$ cat src/rtl/lfsr_pkg.sv
// lfsr_pkg: shared types and helpers for the LFSR sequencer.
//   - lfsr_state_e : controller FSM states (IDLE/LOAD/RUN/DONE)
//   - *_DEFAULT    : default LFSR geometry (3-bit, taps 3'b011, seed 3'b001)
//   - lfsr_next()  : one Fibonacci step, next = {fb, s[w-1:1]}, fb = ^(s & taps)
package lfsr_pkg;

  // Widest LFSR the step function supports; callers zero-extend into this.
  localparam int LFSR_MAX_W = 32;

  localparam int                         WIDTH_DEFAULT = 3;
  localparam logic [WIDTH_DEFAULT-1:0]   TAPS_DEFAULT  = 3'b011;
  localparam logic [WIDTH_DEFAULT-1:0]   SEED_DEFAULT_VAL = 3'b001;
  localparam int                         CNT_W_DEFAULT = 8;

  typedef enum logic [1:0] {
    ST_IDLE = 2'd0,
    ST_LOAD = 2'd1,
    ST_RUN  = 2'd2,
    ST_DONE = 2'd3
  } lfsr_state_e;

  // s and taps must be zero above bit w-1. The shift pulls a zero into
  // bit w-1, which is then replaced by the feedback bit.
  function automatic logic [LFSR_MAX_W-1:0] lfsr_next(
    input logic [LFSR_MAX_W-1:0] s,
    input logic [LFSR_MAX_W-1:0] taps,
    input int                    w
  );
    logic [LFSR_MAX_W-1:0] r;
    logic                  fb;
    fb = ^(s & taps);
    r  = s >> 1;
    for (int i = 0; i < LFSR_MAX_W; i++) begin
      if (i == w - 1) r[i] = fb;
    end
    return r;
  endfunction

endpackage

$ cat src/rtl/lfsr_core.sv
// lfsr_core: WIDTH-bit Fibonacci LFSR register.
//   clk, rst      : clock, synchronous active-high reset (state <= SEED_DEFAULT)
//   load/load_val : synchronous load, wins over adv
//   adv           : advance one step
//   state         : current register value
//   next_state    : value the register takes on adv (combinational)
module lfsr_core
  import lfsr_pkg::*;
#(
  parameter int               WIDTH        = WIDTH_DEFAULT,
  parameter logic [WIDTH-1:0] TAPS         = TAPS_DEFAULT,
  parameter logic [WIDTH-1:0] SEED_DEFAULT = SEED_DEFAULT_VAL
) (
  input  logic             clk,
  input  logic             rst,
  input  logic             load,
  input  logic [WIDTH-1:0] load_val,
  input  logic             adv,
  output logic [WIDTH-1:0] state,
  output logic [WIDTH-1:0] next_state
);

  logic [LFSR_MAX_W-1:0] nxt_w;

  assign nxt_w      = lfsr_next(LFSR_MAX_W'(state), LFSR_MAX_W'(TAPS), WIDTH);
  assign next_state = nxt_w[WIDTH-1:0];

  // Upper bits of the wide step result are always zero.
  generate
    if (WIDTH < LFSR_MAX_W) begin : g_hi
      logic unused_hi;
      assign unused_hi = ^nxt_w[LFSR_MAX_W-1:WIDTH];
    end
  endgenerate

  always_ff @(posedge clk) begin
    if (rst)       state <= SEED_DEFAULT;
    else if (load) state <= load_val;
    else if (adv)  state <= next_state;
  end

endmodule

$ cat src/rtl/lfsr_ctrl.sv
// lfsr_ctrl: burst sequencer around an LFSR pseudo-random source.
//   clk, rst        : clock, synchronous active-high reset
//   seed_wr/seed_in : load a new nonzero seed (IDLE only); zero pulses seed_err
//   start/len       : run a burst of len words (IDLE only)
//   stop            : abort the burst in LOAD or RUN
//   out_valid/out_ready/out_data : word stream, one word per cycle max
//   busy            : LOAD or RUN
//   done            : one-cycle pulse as a burst ends (normally or by stop)
//   seed_err        : one-cycle pulse after a rejected zero seed
//   period_wrap     : one-cycle pulse after the LFSR steps back to the seed
// Optional (macro LFSR_CTRL_STATS_EN):
//   word_total      : saturating count of all transfers since reset
//   burst_aborted   : sticky, set by stop in LOAD/RUN, cleared by next start
module lfsr_ctrl
  import lfsr_pkg::*;
#(
  parameter int               WIDTH        = WIDTH_DEFAULT,
  parameter logic [WIDTH-1:0] TAPS         = TAPS_DEFAULT,
  parameter logic [WIDTH-1:0] SEED_DEFAULT = SEED_DEFAULT_VAL,
  parameter int               CNT_W        = CNT_W_DEFAULT
) (
  input  logic             clk,
  input  logic             rst,
  input  logic             seed_wr,
  input  logic [WIDTH-1:0] seed_in,
  input  logic             start,
  input  logic [CNT_W-1:0] len,
  input  logic             stop,
  input  logic             out_ready,
  output logic             out_valid,
  output logic [WIDTH-1:0] out_data,
  output logic             busy,
  output logic             done,
  output logic             seed_err,
  output logic             period_wrap
`ifdef LFSR_CTRL_STATS_EN
  ,
  output logic [31:0]      word_total,
  output logic             burst_aborted
`endif
);

  lfsr_state_e      st;
  logic [WIDTH-1:0] seed_q;
  logic [WIDTH-1:0] lfsr_q;
  logic [WIDTH-1:0] lfsr_nxt;
  logic [CNT_W-1:0] len_q;
  logic [CNT_W-1:0] cnt;
  logic [CNT_W-1:0] cnt_inc;
  logic             xfer;
  logic             last_word;
  logic             core_load;

  assign xfer      = out_valid & out_ready;
  assign cnt_inc   = cnt + 1'b1;
  assign last_word = xfer && (cnt_inc == len_q);
  assign core_load = (st == ST_LOAD);
  assign out_data  = lfsr_q;

  lfsr_core #(
    .WIDTH        (WIDTH),
    .TAPS         (TAPS),
    .SEED_DEFAULT (SEED_DEFAULT)
  ) u_core (
    .clk        (clk),
    .rst        (rst),
    .load       (core_load),
    .load_val   (seed_q),
    .adv        (xfer),
    .state      (lfsr_q),
    .next_state (lfsr_nxt)
  );

  // Status outputs are flopped and updated on the same transition that
  // moves st, so they never glitch on a state decode.
  always_ff @(posedge clk) begin
    if (rst) begin
      st          <= ST_IDLE;
      seed_q      <= SEED_DEFAULT;
      len_q       <= '0;
      cnt         <= '0;
      out_valid   <= 1'b0;
      busy        <= 1'b0;
      done        <= 1'b0;
      seed_err    <= 1'b0;
      period_wrap <= 1'b0;
    end else begin
      done        <= 1'b0;
      seed_err    <= 1'b0;
      period_wrap <= 1'b0;
      unique case (st)
        ST_IDLE: begin
          // Seed write lands before a same-cycle start, so LOAD sees it.
          if (seed_wr) begin
            if (seed_in != '0) seed_q   <= seed_in;
            else               seed_err <= 1'b1;
          end
          if (start) begin
            len_q <= len;
            busy  <= 1'b1;
            st    <= ST_LOAD;
          end
        end
        ST_LOAD: begin
          cnt <= '0;
          if (stop || len_q == '0) begin
            busy <= 1'b0;
            done <= 1'b1;
            st   <= ST_DONE;
          end else begin
            out_valid <= 1'b1;
            st        <= ST_RUN;
          end
        end
        ST_RUN: begin
          if (xfer) begin
            cnt <= cnt_inc;
            if (lfsr_nxt == seed_q) period_wrap <= 1'b1;
          end
          // A transfer coinciding with stop has already been counted above.
          if (stop || last_word) begin
            out_valid <= 1'b0;
            busy      <= 1'b0;
            done      <= 1'b1;
            st        <= ST_DONE;
          end
        end
        ST_DONE: st <= ST_IDLE;
        default: st <= ST_IDLE;
      endcase
    end
  end

`ifdef LFSR_CTRL_STATS_EN
  always_ff @(posedge clk) begin
    if (rst) begin
      word_total    <= '0;
      burst_aborted <= 1'b0;
    end else begin
      if (xfer && word_total != 32'hFFFF_FFFF) word_total <= word_total + 32'd1;
      if (st == ST_IDLE && start)
        burst_aborted <= 1'b0;
      else if (stop && (st == ST_LOAD || st == ST_RUN))
        burst_aborted <= 1'b1;
    end
  end
`endif

endmodule

$ cat config.mk
export PLATFORM = sky130hd
export DESIGN_NAME = lfsr_ctrl
export DESIGN_NICKNAME = d
export VERILOG_FILES = /design/src/rtl/lfsr_pkg.sv /design/src/rtl/lfsr_core.sv /design/src/rtl/lfsr_ctrl.sv
export SDC_FILE = /design/constraint.sdc
export NUM_CORES = 1
export LEC_CHECK = 0
export ABC_CLOCK_PERIOD_IN_PS = 5300
export CAP_MARGIN = 10
export CORE_MARGIN = 1
export CORE_UTILIZATION = 40
export DETAILED_ROUTE_END_ITERATION = 6
export DONT_BUFFER_PORTS = 1
export SYNTH_ARGS = -nofsm -noshare
export SYNTH_HDL_FRONTEND = slang
export SYNTH_SLANG_ARGS = --single-unit
$ cat constraint.sdc
create_clock -name clk -period 5.3 [get_ports clk]
set_input_delay 1.06 -clock clk [delete_from_list [all_inputs] [get_ports clk]]
set_output_delay 1.06 -clock clk [all_outputs]
set_load 0.05 [all_outputs]
==> metrics.txt, run 1 <==
status=complete, no violations; Worst Setup EP=busy; first-pass GRT wire length=5.87 mm; DRC errors left=0; GRT overflow=0; Post-CTS Resized=0; Skew-Pair Late Insertion Delay=290 ps; Tmin final=2350 ps; DIE WIDTH=67.2 µm; commonest non-fill, non-tap cell in the layout=dfxtp_1; worst path cell trace=and2_1, o2111ai_1, nor4_2, o211ai_2, a21oi_1, mux2_1; endpoint type of the worst setup path=register; Hold Crit Class=register to register; DR vias=1433; Via density=5.69; non-filler instance count after layout=252; Tot GR Track Use=0.174; reg-to-reg critical path endpoint=busy; r2r startpoint=out_valid; final WL=3.59 mm; # nets final=224; Avg Cell Area, Syn=8.18 µm²; Worst-Margin Slew=648 ps; Seq/Total Area, Yosys=0.341; Post-Place Cells=244; Critical Path Max Stage Delay=680 ps; share of cells above drive strength 1=0.0743; Die H=67.2 µm; type of origin of the critical path=register; endpoints failing hold=0; Hold Buf Count CTS=0; max-slew violations=0; clock root buffer=clkbuf_8; largest net degree at the start of global routing=32; Area Overhead vs Synth=5.44%; H-tree depth=2; met2 wire len=1.63 mm; Core Footprint=0.00403 mm²; P_leak=0.000629 µW; Post-synth EDFFs=0; die area=0.00452 mm²; Mapped Area=0.00170 mm²; setup TNS=0 ps; Crit. Startpoint=out_valid; most frequent cells in the layout=29 x dfxtp_1, 22 x nand2_1, 22 x a21oi_1, 22 x nor2_1, 13 x nand3_1; Reg clk slew, reported paths=60 ps; Yosys reg bits=29; crit path max fanout=9; Largest delay share family, worst path=flip-flops; Ant. Diodes=0; Post-CTS Repair Setup Buffers=0; Initial DRT Pass Iterations=4; # port buffers=0; number of antenna violations at the first check in global routing=0; CP Class=register to register; Detailed Route Iter0 Violations=67; Main synth FF type=dfxtp_1; Crit path required time=5480 ps; cells after synthesis=208; IO Pins=25; Hold WS=486 ps; fin crit share=0.443; DRT antenna net count=0; unrepaired setup endpoints after global routing=false; number of library cell types mapped by synthesis=50; stages on the worst setup path=6; wire per inst=14.2 µm; setup violators final=0; max_slew headroom=0.568; r2r setup slk=2950 ps; Mapped Nets=231; FF-to-FF path depth=6; Max Clk Rate=426 MHz; CP bufs+invs=0; Critical Path AT=2530 ps; max cap viols=0; RD Place Congestion=0.866; Max VDD drop=0.236 mV; DR WL met3=158 µm; Yosys warnings=0; CTS tree=done; FP Rows=23; DP HPWL=2.58 mm; vias in the first global route=1253; Pwr per Cell Area=441 mW/mm²; CTS Buf Count=5; async set-reset flop share out of synthesis=0; DR top layer=met4; met1 WL=1.74 mm; Initial Utilization=0.422; Slowest cell on crit path=dfxtp_1; Clock Sinks=29; Max Root-Sink Buffers=2; skew final=3.42 ps
[power by group]
group | leakage (µW) | switching (µW) | internal (µW)
logic | 0.000339 | 143 | 105
registers | 0.000237 | 84.4 | 254
clock network | 0.0000542 | 87.5 | 117
total | 0.000629 | 315 | 476
[metrics by stage]
step	setup slack, ps	utilization	power, µW	instance area [µm²]
2_1_floorplan	2890	-	548	1700
3_3_place_gp	2710	0.420	592	1690
3_5_place_dp	2660	0.420	594	1690
4_1_cts	2920	0.445	799	1790
5_1_grt	2820	0.445	840	1790
6_report	2950	0.445	791	1790
[worst reg2reg max path, cell delays in order, from the launching register on]
cell	delay, ps
dfxtp_1	680
and2_1	400
o2111ai_1	200
nor4_2	210
o211ai_2	220
a21oi_1	210
mux2_1	330
[worst min path at each step]
stage	from	endpoint	slack (ps)	cells past startpoint
after floorplan	len_q[0]	len_q[0]	460	2
after detailed placement	cnt[7]	cnt[7]	490	1
after global routing	len_q[0]	len_q[0]	520	2
after global placement	len_q[3]	len_q[3]	480	2
final	len_q[3]	len_q[3]	490	2
after CTS	len_q[3]	len_q[3]	500	2
[state kept, by name, indices dropped and copies added, names as in the netlist]
signal and cells:
busy 1, u_core.state 3, len_q 8, done 1
out_valid 1, seed_q 3, seed_err 1, cnt 8
st 2, period_wrap 1
[cells in the mapped netlist (2+ instances only)]
library cell	n	area [µm²]
dfxtp_1	29	581
nor2_1	22	82.6
a21oi_1	22	110
a311oi_1	5	43.8
nor3b_1	2	15.0
buf_1	2	7.51
mux2i_1	3	30.0
clkbuf_1	6	22.5
buf_4	2	15.0
o2111ai_1	2	17.5
a22oi_1	3	22.5
xor2_1	4	35.0
nand2_1	22	82.6
ha_1	6	75.1
nor2b_1	3	18.8
nand3_1	13	65.1
nor4_1	3	18.8
inv_1	4	15.0
nor3_1	3	15.0
xnor2_1	5	43.8
and3_1	2	12.5
nand2b_1	7	43.8
o21ai_0	7	35.0
buf_2	3	15.0
and2_1	3	18.8
[routing by layer]
metal / global-route usage / vias up
met5: 0 / -
met4: 0.0665 / 0
met3: 0.0524 / 6
met2: 0.259 / 32
met1: 0.233 / 662
li1: - / 733
[layout make-up]
cell class / instances / area (µm²)
Tap cell: 50 / 62.6
Clock inverter: 1 / 5.00
Fill cell: 400 / 2230
Inverter: 4 / 15.0
Sequential cell: 29 / 581
Clock buffer: 7 / 96.3
Multi-Input combinational cell: 161 / 1030
[logic make-up after synthesis]
kind of cell | after synthesis | share of synthesized area
fa+ha+maj | 6 | 0.0441
compound gates | 53 | 0.224
simple gates | 88 | 0.260
xor+xnor | 10 | 0.0559
flops | 29 | 0.341
mux | 4 | 0.0243
buf+inv | 18 | 0.0507
Note: power is estimated with default switching activity, not from simulation.
==> run 2: changes to the inputs <==
ABC_AREA = 1   (was default)
ABC_CLOCK_PERIOD_IN_PS = 2000   (was 5300)
clock period = 2 ns   (was 5.3 ns; I/O delays follow)
==> run 2 against run 1 <==
  * Hold slack worse by 310 ps
  * Non-clock buffer count is 6 higher
  * Critical path depth increased by 6
  * Clock power grew to 2.6 times the previous value
  * Synthesized cell count grew 11%
  * Sequential power increased by 140%
  * Count of clock-buffer cells in the layout did not move
  * Core utilization increased by 2.7 points
  * Highest routed layer unchanged
==> metrics.txt, run 2 <==
r2r setup slk=240 ps; IO Pins=25; multi-input logic area=870 µm²; Max Root-Sink Buffers=2; Max Clk Rate=569 MHz; P_leak=0.000739 µW; Yosys top cell area share=0.366; number of antenna violations at the first check in global routing=0; hold path cells=1; r2r startpoint=cnt[1]; Max VDD drop=0.772 mV; GRT overflow=0; largest family of logic cells by synthesized area=simple AND/OR/NAND/NOR gates; Main synth FF type=dfxtp_1; CTS Buf Count=5; CP bufs+invs=0; largest registers=cnt x8, len_q x8; most frequent cells in the layout=61 x nand2_1, 29 x dfxtp_1, 27 x inv_1, 22 x a21oi_1, 21 x nand3_1; RD Place Congestion=0.814; hold path endpoint=seed_q[1]; Worst Hold Launch=rst; synth top area cells=dfxtp_1 37%, nand2_1 14%, a21oi_1 6.9%, nand3_1 6.6%, inv_1 6.4%; Detailed Route Iter0 Violations=58; DR top layer=met4; crit path max fanout=5; Pwr per Cell Area=1210 mW/mm²; Tmin final=1760 ps; Post-CTS Repair Setup Buffers=0; Die H=65.0 µm; unrepaired setup endpoints after global routing=false; Adder-Cell Fraction of Synth Area=0.0474; Clock Sinks=29; Fillers=393; Post-CTS Resized=0; Post-Place Cells=281; fin crit share=0.879; setup TNS=0 ps; CTS tree=done; Initial Utilization=0.423; commonest non-fill, non-tap cell in the layout=nand2_1; non-filler instance count after layout=289; max cap viols=0; Slowest cell on crit path=dfxtp_1; type of origin of the critical path=register; CP Class=register to register; Final Util=0.473; vias in the first global route=1341; endpoint type of the worst setup path=register; Area Overhead vs Synth=11.6%; status=complete, no violations; leading area contributor after synthesis=dfxtp_1; cells after synthesis=231; Critical Path Max Stage Delay=390 ps; Reg clk slew, reported paths=70 ps; Critical Path AT=1970 ps; DIE WIDTH=65.0 µm; post-synthesis mux area share=0; largest net degree at the start of global routing=16; setup violators final=0; Post-synth EDFFs=0; DP HPWL=2.59 mm; DR vias=1435; Critical Path Most Common Cell=nor2_1; Hold Buf Count CTS=0; Initial DRT Pass Iterations=4; Skew-Pair Late Insertion Delay=280 ps; Hold Crit Class=input port to register; Core Footprint=0.00374 mm²; Ant. Diodes=0; wire per inst=11.7 µm; DRT antenna net count=0; met2 wire len=1.62 mm; Avg Cell Area, Syn=6.86 µm²; endpoints failing hold=0; Seq/Total Area, Yosys=0.366; # nets final=263; Hold WS=176 ps; async set-reset flop share out of synthesis=0; xor/xnor share of the synthesized area=0.0221; H-tree depth=2; Mapped Area=0.00159 mm²; DR WL met3=141 µm; Yosys warnings=0; first-pass GRT wire length=5.84 mm; setup slack after layout=242 ps; skew final=8.27 ps; Mapped Nets=254; # port buffers=0; met1 WL=1.57 mm; worst slack, placed=270 ps; Tot GR Track Use=0.183; max_slew headroom=0.664; Compound-Gate Fraction of Synth Area=0.156; sequential cell area=581 µm²; most frequent cell after synthesis=nand2_1; max-slew violations=0; clock root buffer=clkbuf_8; final WL=3.39 mm; share of cells above drive strength 1=0.0996; Crit path required time=2210 ps; worst path cell trace=ha_1, nand3_2, nor2_1, nand2_1, and2_1, nor2_1, nor2_1, nand2_2, nand3_4, nand2_2, nand2_1, a21oi_1; FF-to-FF path depth=12; Yosys reg bits=29; top cells by count, synth=61 x nand2_1, 29 x dfxtp_1, 27 x inv_1; Largest delay share family, worst path=simple AND/OR/NAND/NOR gates; Via density=4.97; Post-Synth Simple-Gate Area=0.323; die area=0.00422 mm²; FP Rows=22; number of library cell types mapped by synthesis=29; reg-to-reg critical path endpoint=st[0]; Worst-Margin Slew=504 ps; DRC errors left=0
==> run 2: cell count changes in the layout (fill, tap and decap cells not counted), moves of 4 or more <==
cell      before  now
o21ai_0        7   14
buf_4          0    6
nand2_1       22   61
nor2_1        22   16
a311oi_1       5    0
nand2b_1       7    0
inv_1          4   27
nand3_1       13   21
nand4_1        1    5
==> run 2: area by class of cell <==
cell class,count,area share
Inverter,30,0.0636
Multi-Input combinational cell,168,0.492
Clock inverter,1,0.00283
Timing Repair Buffer,6,0.0255
Tap cell,48,0.0339
Sequential cell,29,0.328
Clock buffer,7,0.0545
==> run 2: kinds of logic (layout without fill, tap and decap cells) <==
kind of cell / Yosys count / count (layout)
simple gates: 113 / 113
compound gates: 45 / 45
flops: 29 / 29
fa+ha+maj: 6 / 6
buf+inv: 34 / 44
xor+xnor: 4 / 4
==> run 2: layer usage <==
| metal | global-route usage | up-vias |
|---|---|---|
| met5 | 0 | - |
| met4 | 0.0778 | 0 |
| met3 | 0.0546 | 7 |
| met2 | 0.303 | 24 |
| met1 | 0.217 | 631 |
| li1 | - | 773 |
==> run 2: worst max path at each step <==
stage	startpoint	endpoint	slack (ps)	depth (start not counted)
2_1_floorplan	out_valid	st[0]	310	11
3_3_place_gp	st[0]	period_wrap	300	6
3_5_place_dp	cnt[1]	st[0]	270	12
4_1_cts	cnt[1]	st[0]	250	12
5_1_grt	cnt[1]	st[0]	50	12
6_report	cnt[1]	st[0]	240	12
==> run 2: report_power, final <==
part	switching, µW	internal [µW]	leakage [µW]	total [µW]
Sequential	120	690	0.000237	809
Combinational	528	276	0.000447	804
Clock	223	310	0.0000542	533
==> run 2: through the flow <==
stage                     total power [µW]  cell area, µm²
final                                 2150            1770
after global routing                  2310            1770
after CTS                             2170            1770
after detailed placement              1630            1670
after global placement                1630            1670
after floorplan                       1440            1590
